<file path="src/rtl/binary_threshold_pkg.sv">
`default_nettype none
// +--------------------------------------------------------------------------+
// | Package  : binary_threshold_pkg                                          |
// | Purpose  : Shared types for the binary threshold pipeline: the 3-bit     |
// |            threshold mode encoding and the frame-counter FSM states.     |
// | Revision : 1.0  initial release                                          |
// +--------------------------------------------------------------------------+
package binary_threshold_pkg;

  // Mode is a plain 3-bit vector rather than an enum so that the reserved
  // codes 5..7 remain legal values that simply fall through to passthrough.
  typedef logic [2:0] mode_t;

  localparam mode_t MODE_BIN    = 3'd0;
  localparam mode_t MODE_BINV   = 3'd1;
  localparam mode_t MODE_TRUNC  = 3'd2;
  localparam mode_t MODE_TOZERO = 3'd3;
  localparam mode_t MODE_BAND   = 3'd4;

  typedef enum logic {
    ST_IDLE  = 1'b0,
    ST_COUNT = 1'b1
  } state_e;

endpackage
`default_nettype wire

</file>
<file path="src/rtl/sync_delay_line.sv">
`default_nettype none
// +--------------------------------------------------------------------------+
// | Module   : sync_delay_line                                               |
// | Purpose  : DEPTH-stage shift register with asynchronous active-low       |
// |            reset. DEPTH = 0 degenerates to a wire.                       |
// | Ports    : clk  - clock                                                  |
// |            nrst - asynchronous active-low reset (stages cleared to 0)    |
// |            din  - W-bit input word                                       |
// |            dout - din delayed by DEPTH cycles                            |
// | Revision : 1.0  initial release                                          |
// +--------------------------------------------------------------------------+
module sync_delay_line #(
  parameter int W     = 1,
  parameter int DEPTH = 1
) (
  input  logic         clk,
  input  logic         nrst,
  input  logic [W-1:0] din,
  output logic [W-1:0] dout
);

  generate
    if (DEPTH == 0) begin : g_pass
      // Clock and reset are not needed for a zero-length line.
      logic unused_clk_rst;
      assign unused_clk_rst = clk ^ nrst;
      assign dout = din;
    end else begin : g_shift
      logic [W-1:0] stages [DEPTH];

      always_ff @(posedge clk or negedge nrst) begin
        if (!nrst) begin
          for (int i = 0; i < DEPTH; i++) stages[i] <= '0;
        end else begin
          stages[0] <= din;
          for (int i = 1; i < DEPTH; i++) stages[i] <= stages[i-1];
        end
      end

      assign dout = stages[DEPTH-1];
    end
  endgenerate

endmodule
`default_nettype wire

</file>
<file path="src/rtl/binary_threshold_pipe.sv">
`default_nettype none
// +--------------------------------------------------------------------------+
// | Module   : binary_threshold_pipe                                         |
// | Purpose  : Parametrised pixel binariser with selectable threshold modes, |
// |            band mode, frame-boundary config shadowing and a per-frame    |
// |            foreground pixel counter. Syncs are delayed to match data.    |
// | Ports    : clk, nrst            - pixel clock, async active-low reset    |
// |            cfg_th_lo/hi/mode    - pending config values                  |
// |            cfg_wr               - strobe capturing cfg_* into pending    |
// |            in_gray/hsync/vsync/en - input pixel stream                   |
// |            out_gray/hsync/vsync/en - output stream, LAT cycles later     |
// |            fg_count, fg_valid   - last complete frame's foreground count |
// |                                   and its one-cycle update pulse         |
// | Revision : 1.0  initial release                                          |
// +--------------------------------------------------------------------------+
module binary_threshold_pipe
  import binary_threshold_pkg::*;
#(
  parameter int DATA_W = 8,
  parameter int LAT    = 2,   // legal range 1..4
  parameter int CNT_W  = 22
) (
  input  logic              clk,
  input  logic              nrst,
  input  logic [DATA_W-1:0] cfg_th_lo,
  input  logic [DATA_W-1:0] cfg_th_hi,
  input  logic [2:0]        cfg_mode,
  input  logic              cfg_wr,
  input  logic [DATA_W-1:0] in_gray,
  input  logic              in_hsync,
  input  logic              in_vsync,
  input  logic              in_en,
  output logic [DATA_W-1:0] out_gray,
  output logic              out_hsync,
  output logic              out_vsync,
  output logic              out_en,
  output logic [CNT_W-1:0]  fg_count,
  output logic              fg_valid
);

  localparam logic [DATA_W-1:0] MAX_VAL   = '1;
  localparam logic [DATA_W-1:0] TH_LO_RST = {1'b1, {(DATA_W-1){1'b0}}};
  localparam logic [CNT_W-1:0]  CNT_MAX   = '1;
  localparam int                PIPE_W    = DATA_W + 4;

  // ---------------------------------------------------------------------
  // Config shadowing: pending registers follow cfg_wr, active registers
  // only change on the input frame-start edge so a frame is never split
  // between two configurations.
  // ---------------------------------------------------------------------
  logic              vsync_d;
  logic              vs_rise;
  logic [DATA_W-1:0] pend_lo, pend_hi, act_lo, act_hi;
  mode_t             pend_mode, act_mode;

  assign vs_rise = in_vsync & ~vsync_d;

  always_ff @(posedge clk or negedge nrst) begin
    if (!nrst) begin
      vsync_d   <= 1'b0;
      pend_lo   <= TH_LO_RST;
      pend_hi   <= MAX_VAL;
      pend_mode <= MODE_BIN;
      act_lo    <= TH_LO_RST;
      act_hi    <= MAX_VAL;
      act_mode  <= MODE_BIN;
    end else begin
      vsync_d <= in_vsync;
      if (cfg_wr) begin
        pend_lo   <= cfg_th_lo;
        pend_hi   <= cfg_th_hi;
        pend_mode <= cfg_mode;
      end
      if (vs_rise) begin
        // A write landing on the frame start goes straight to active.
        if (cfg_wr) begin
          act_lo   <= cfg_th_lo;
          act_hi   <= cfg_th_hi;
          act_mode <= cfg_mode;
        end else begin
          act_lo   <= pend_lo;
          act_hi   <= pend_hi;
          act_mode <= pend_mode;
        end
      end
    end
  end

  // ---------------------------------------------------------------------
  // Pixel function and foreground flag
  // ---------------------------------------------------------------------
  logic              ge_lo;
  logic              in_band;
  logic [DATA_W-1:0] pix_f;
  logic              flag_f;

  always_comb begin
    ge_lo   = (in_gray >= act_lo);
    // With lo > hi no value can satisfy both bounds, so the band is empty.
    in_band = ge_lo && (in_gray <= act_hi);
    pix_f   = in_gray;
    flag_f  = (in_gray != '0);
    case (act_mode)
      MODE_BIN: begin
        pix_f  = ge_lo ? MAX_VAL : '0;
        flag_f = ge_lo;
      end
      MODE_BINV: begin
        pix_f  = ge_lo ? '0 : MAX_VAL;
        flag_f = ~ge_lo;
      end
      MODE_TRUNC: begin
        pix_f  = ge_lo ? act_lo : in_gray;
        flag_f = ge_lo;
      end
      MODE_TOZERO: begin
        pix_f  = ge_lo ? in_gray : '0;
        flag_f = ge_lo;
      end
      MODE_BAND: begin
        pix_f  = in_band ? MAX_VAL : '0;
        flag_f = in_band;
      end
      default: begin
        // Reserved codes: passthrough, non-zero pixels count as foreground.
      end
    endcase
  end

  // ---------------------------------------------------------------------
  // Stage 0 plus LAT-1 matching delay stages for data, flag and syncs
  // ---------------------------------------------------------------------
  logic [DATA_W-1:0] s0_gray;
  logic              s0_flag, s0_hs, s0_vs, s0_en;

  always_ff @(posedge clk or negedge nrst) begin
    if (!nrst) begin
      s0_gray <= '0;
      s0_flag <= 1'b0;
      s0_hs   <= 1'b0;
      s0_vs   <= 1'b0;
      s0_en   <= 1'b0;
    end else begin
      s0_gray <= in_en ? pix_f : '0;
      s0_flag <= in_en & flag_f;
      s0_hs   <= in_hsync;
      s0_vs   <= in_vsync;
      s0_en   <= in_en;
    end
  end

  logic [PIPE_W-1:0] dly_out;
  logic              flag_out;

  sync_delay_line #(
    .W     (PIPE_W),
    .DEPTH (LAT - 1)
  ) u_delay (
    .clk  (clk),
    .nrst (nrst),
    .din  ({s0_hs, s0_vs, s0_en, s0_flag, s0_gray}),
    .dout (dly_out)
  );

  assign {out_hsync, out_vsync, out_en, flag_out, out_gray} = dly_out;

  // ---------------------------------------------------------------------
  // Frame counter on the output side. IDLE swallows the partial frame
  // seen after reset; only frames bounded by two out_vsync rises report.
  // ---------------------------------------------------------------------
  logic             os_d;
  logic             os_rise;
  logic             pix_inc;
  state_e           state;
  logic [CNT_W-1:0] acc;

  assign os_rise = out_vsync & ~os_d;
  assign pix_inc = out_en & flag_out;

  always_ff @(posedge clk or negedge nrst) begin
    if (!nrst) begin
      os_d     <= 1'b0;
      state    <= ST_IDLE;
      acc      <= '0;
      fg_count <= '0;
      fg_valid <= 1'b0;
    end else begin
      os_d     <= out_vsync;
      fg_valid <= 1'b0;
      case (state)
        ST_IDLE: begin
          if (os_rise) begin
            acc   <= CNT_W'(pix_inc);
            state <= ST_COUNT;
          end
        end
        ST_COUNT: begin
          if (os_rise) begin
            fg_count <= acc;
            fg_valid <= 1'b1;
            // The pixel coinciding with the frame edge belongs to the new frame.
            acc      <= CNT_W'(pix_inc);
          end else if (pix_inc && (acc != CNT_MAX)) begin
            acc <= acc + CNT_W'(1);
          end
        end
        default: state <= ST_IDLE;
      endcase
    end
  end

endmodule
`default_nettype wire

</file>
<file path="config.mk">
export PLATFORM = sky130hd
export DESIGN_NAME = binary_threshold_pipe
export DESIGN_NICKNAME = d
export VERILOG_FILES = /design/src/rtl/binary_threshold_pkg.sv /design/src/rtl/sync_delay_line.sv /design/src/rtl/binary_threshold_pipe.sv
export SDC_FILE = /design/constraint.sdc
export NUM_CORES = 1
export LEC_CHECK = 0
export CORE_AREA = 2 2 137 99
export DETAILED_ROUTE_END_ITERATION = 16
export DIE_AREA = 0 0 139 101
export GPL_ROUTABILITY_DRIVEN = 0
export GPL_TIMING_DRIVEN = 0
export MAX_ROUTING_LAYER = met4
export PLACE_DENSITY = 0.58
export SYNTH_ARGS = -nofsm -noshare
export SYNTH_HDL_FRONTEND = slang
export SYNTH_SLANG_ARGS = --single-unit
</file>
<file path="constraint.sdc">
create_clock -name clk -period 2.19 [get_ports clk]
set_input_delay 0.438 -clock clk [delete_from_list [all_inputs] [get_ports clk]]
set_output_delay 0.438 -clock clk [all_outputs]
set_load 0.005 [all_outputs]
</file>
==> results.json <==
{
  "cp-end-kind": "flop",
  "avgSynthCellArea_um2": 11.71,
  "cp.required_ns": 2.43,
  "first_global_vias": 3531,
  "postRouteAntennaNets": 0,
  "syn-cell-area_um2": 4964,
  "hpwl_um": 7444,
  "port_buffers": 65,
  "finalSetupTns_ns": -0.9174,
  "postCtsHoldBufs": 0,
  "wl_per_cell_um": 15.74,
  "maxCapViolCount": 0,
  "drc": 0,
  "num_rows": 35,
  "place_area_um2": 5856,
  "slew_headroom": 0.5534,
  "rsz0062_at_grt": "yes",
  "p_seq_frac": 0.472,
  "grt_pass1_wl_um": 17990,
  "hp-class": "in -> async",
  "crit_arrival_ns": 2.58,
  "syn_inst": 424,
  "antenna_found_initial": 0,
  "setup_ws_ns": -0.1501,
  "diodes": 0,
  "numPlacedInstances": 656,
  "synth_area_leaders": "dfrtp_1 (46%), mux2_2 (10%), dfstp_2 (9.5%)",
  "yosys-top-cells-count": "dfrtp_1 (91), mux2_2 (45), nor2_1 (34), a21oi_1 (21)",
  "outcome": "complete, but fails checks",
  "register_area_um2": 2750,
  "drt_iter0_markers": 173,
  "finalClockSkew_ns": 0.009106,
  "cp_max_fo": 8,
  "timing_hold_violations_final": 0,
  "r2r_setup_slack_ns": -0.14,
  "drive_above_1_share": 0.2329,
  "yosysMostFrequentCell": "dfrtp_1",
  "intPower_mw": 3.650,
  "synth_cell_types": 51,
  "fin_cells": 677,
  "p_leak_nw": 2.728,
  "synthFlopType": "dfrtp_1",
  "combPwrFrac": 0.197,
  "pwr-share-clk": 0.332,
  "synth-edff-count": 0,
  "cts_buffers": 9,
  "grt_max_degree": 60,
  "drt-pass1-iter-count": 5,
  "fill_cells": 1125,
  "die-area_um2": 14040,
  "crit_type": "in -> reg",
  "ys_warn_count": 0,
  "fp.dieW_um": 139,
  "failed_checks": "negative setup slack",
  "io_pins": 67,
  "via_per_inst": 5.105,
  "report.final.slew_viol_count": 0,
  "clock-sinks": 109,
  "cts_max_path_buffers": 2,
  "peakVddDrop_v": 0.0004670,
  "vias": 3456,
  "synth-seq-cells": 109,
  "clk_pin_slew_ns": 0.07,
  "overflow": 0,
  "async_flop_share": 1.000,
  "cp-start-kind": "input port",
  "fin_util": 0.4919,
  "wl_um": 10660,
  "syn_nets": 474,
  "core_um2": 12790,
  "grt_util_all_layers": 0.1657,
  "reg2reg_from": "act_lo[7]",
  "worstMarginPinSlew_ns": 0.6699,
  "syn_to_final_growth_pct": 26.72,
  "fmaxAchievable_ghz": 0.4273,
  "yosys.area.top_type": "dfrtp_1",
  "swShare": 0.2621,
  "fin_crit_sh": 1.069,
  "clkLatencyLatePin_ns": 0.34,
  "multiInputGateArea_um2": 2101,
  "start_util": 0.3882,
  "finalSetupViolCount": 9,
  "nNetsFinal": 556,
  "ctsHtreeMaxLevel": 3,
  "fin_crit_ns": 2.340,
  "die_h_um": 101,
  "root_buffer": "clkbuf_16",
  "yosysSeqAreaShare": 0.5541,
  "dp_slack_ns": -0.8822,
  "worstSetupStartpoint": "in_gray[7]",
  "p_sw_mw": 1.296,
  "powerDensity_nw_per_um2": 786.4,
  "cts_tree": "yes",
  "fin_area_um2": 6290,
  "synth_top_area_share": 0.4588
}
-- flip-flops by register name, summed over array words and instances (netlist names), 3 cells and up --
name / flops
acc: 22
u_delay.dout: 12
fg_count: 22
pend_mode: 3
act_hi: 8
s0_gray: 8
act_mode: 3
pend_lo: 8
act_lo: 8
pend_hi: 8
-- kinds of logic (layout without fill, tap and decap cells) --
kind of cell    Yosys count  in the layout  share of synthesized area
compound gates           68             68                    0.09327
xor+xnor                 16             16                    0.02823
fa+ha+maj                17             17                    0.04285
buf+inv                  46            133                    0.04336
flops                   109            109                     0.5541
mux                      47             47                     0.1061
simple gates            121            121                     0.1321
-- power by group through the flow --
stage	clock network, mW	logic [mW]	registers [mW]
floorplan	0	0.546	2.35
global placement	0	0.865	2.37
detailed placement	0	0.897	2.37
CTS	1.69	0.954	2.34
global route	1.77	1.08	2.36
finish	1.64	0.972	2.33
-- metrics by stage --
step                total power [mW]  hold slack (ns)
finish                         4.947           0.1192
global route                   5.213           0.1835
CTS                            4.978           0.1436
detailed placement             3.269           0.3363
global placement               3.232           0.3362
floorplan                      2.892           0.1424
-- timing repair --
item / 4_1_cts / 5_1_grt
buffers inserted: 5 / 0
endpoints found under the setup margin: 13 / 30
gates resized for setup: 22 / 13
gates cloned: 0 / 0
pin swaps: 4 / 5
-- layer usage --
metal | share of wire | global-route usage | vias up
met2 | 0.43 | 0.2383 | 70
met1 | 0.51 | 0.2434 | 1699
met4 | 0.011 | 0.04507 | 0
met3 | 0.041 | 0.02755 | 12
li1 | - | - | 1675
met5 | 0 | - | -
-- cell usage in the layout, fill, tap and decap left out, types with 5 or more instances in the layout --
master,Yosys,routed
a21oi_1,21,21
a31oi_1,9,7
a41oi_1,8,8
and3_1,6,5
buf_4,8,14
clkbuf_1,13,13
clkbuf_16,0,9
clkdlybuf4s50_1,0,56
dfrtp_1,91,91
dfstp_2,18,18
ha_1,17,16
inv_1,18,17
mux2_2,45,45
nand2_1,18,18
nand3_1,15,13
nand4_1,8,8
nand4b_1,8,8
nor2_1,34,34
nor4_1,8,8
o21ai_0,12,12
xor2_1,13,13
-- critical path, cell delays in order --
cell	delay (ns)
clkdlybuf4s15_1	0.36
ha_4	0.34
and3_4	0.17
a221oi_2	0.25
o31a_1	0.20
buf_6	0.14
mux2i_1	0.22
nand3_2	0.21
a31oi_1	0.24
-- path summary, 6_finish.rpt --
| check | endpoint | cells after the start |
|---|---|---|
| min reg2reg | u_delay.dout[0] | 0 |
| min in group clk | u_delay.dout[0] | 0 |
| max in group asynchronous | pend_hi[5] | 2 |
| min | pend_lo[1] | 1 |
| max reg2reg | s0_gray[4] | 9 |
| max | s0_gray[4] | 9 |
-- area by class of cell --
class | count | area share
Buffer | 27 | 0.02308
Clock buffer | 11 | 0.03859
Clock inverter | 5 | 0.009350
Inverter | 19 | 0.01253
Multi-Input combinational cell | 269 | 0.3340
Sequential cell | 109 | 0.4372
Tap cell | 166 | 0.03302
Timing Repair Buffer | 71 | 0.1122
No activity file was read; power rests on OpenSTA's default activity.
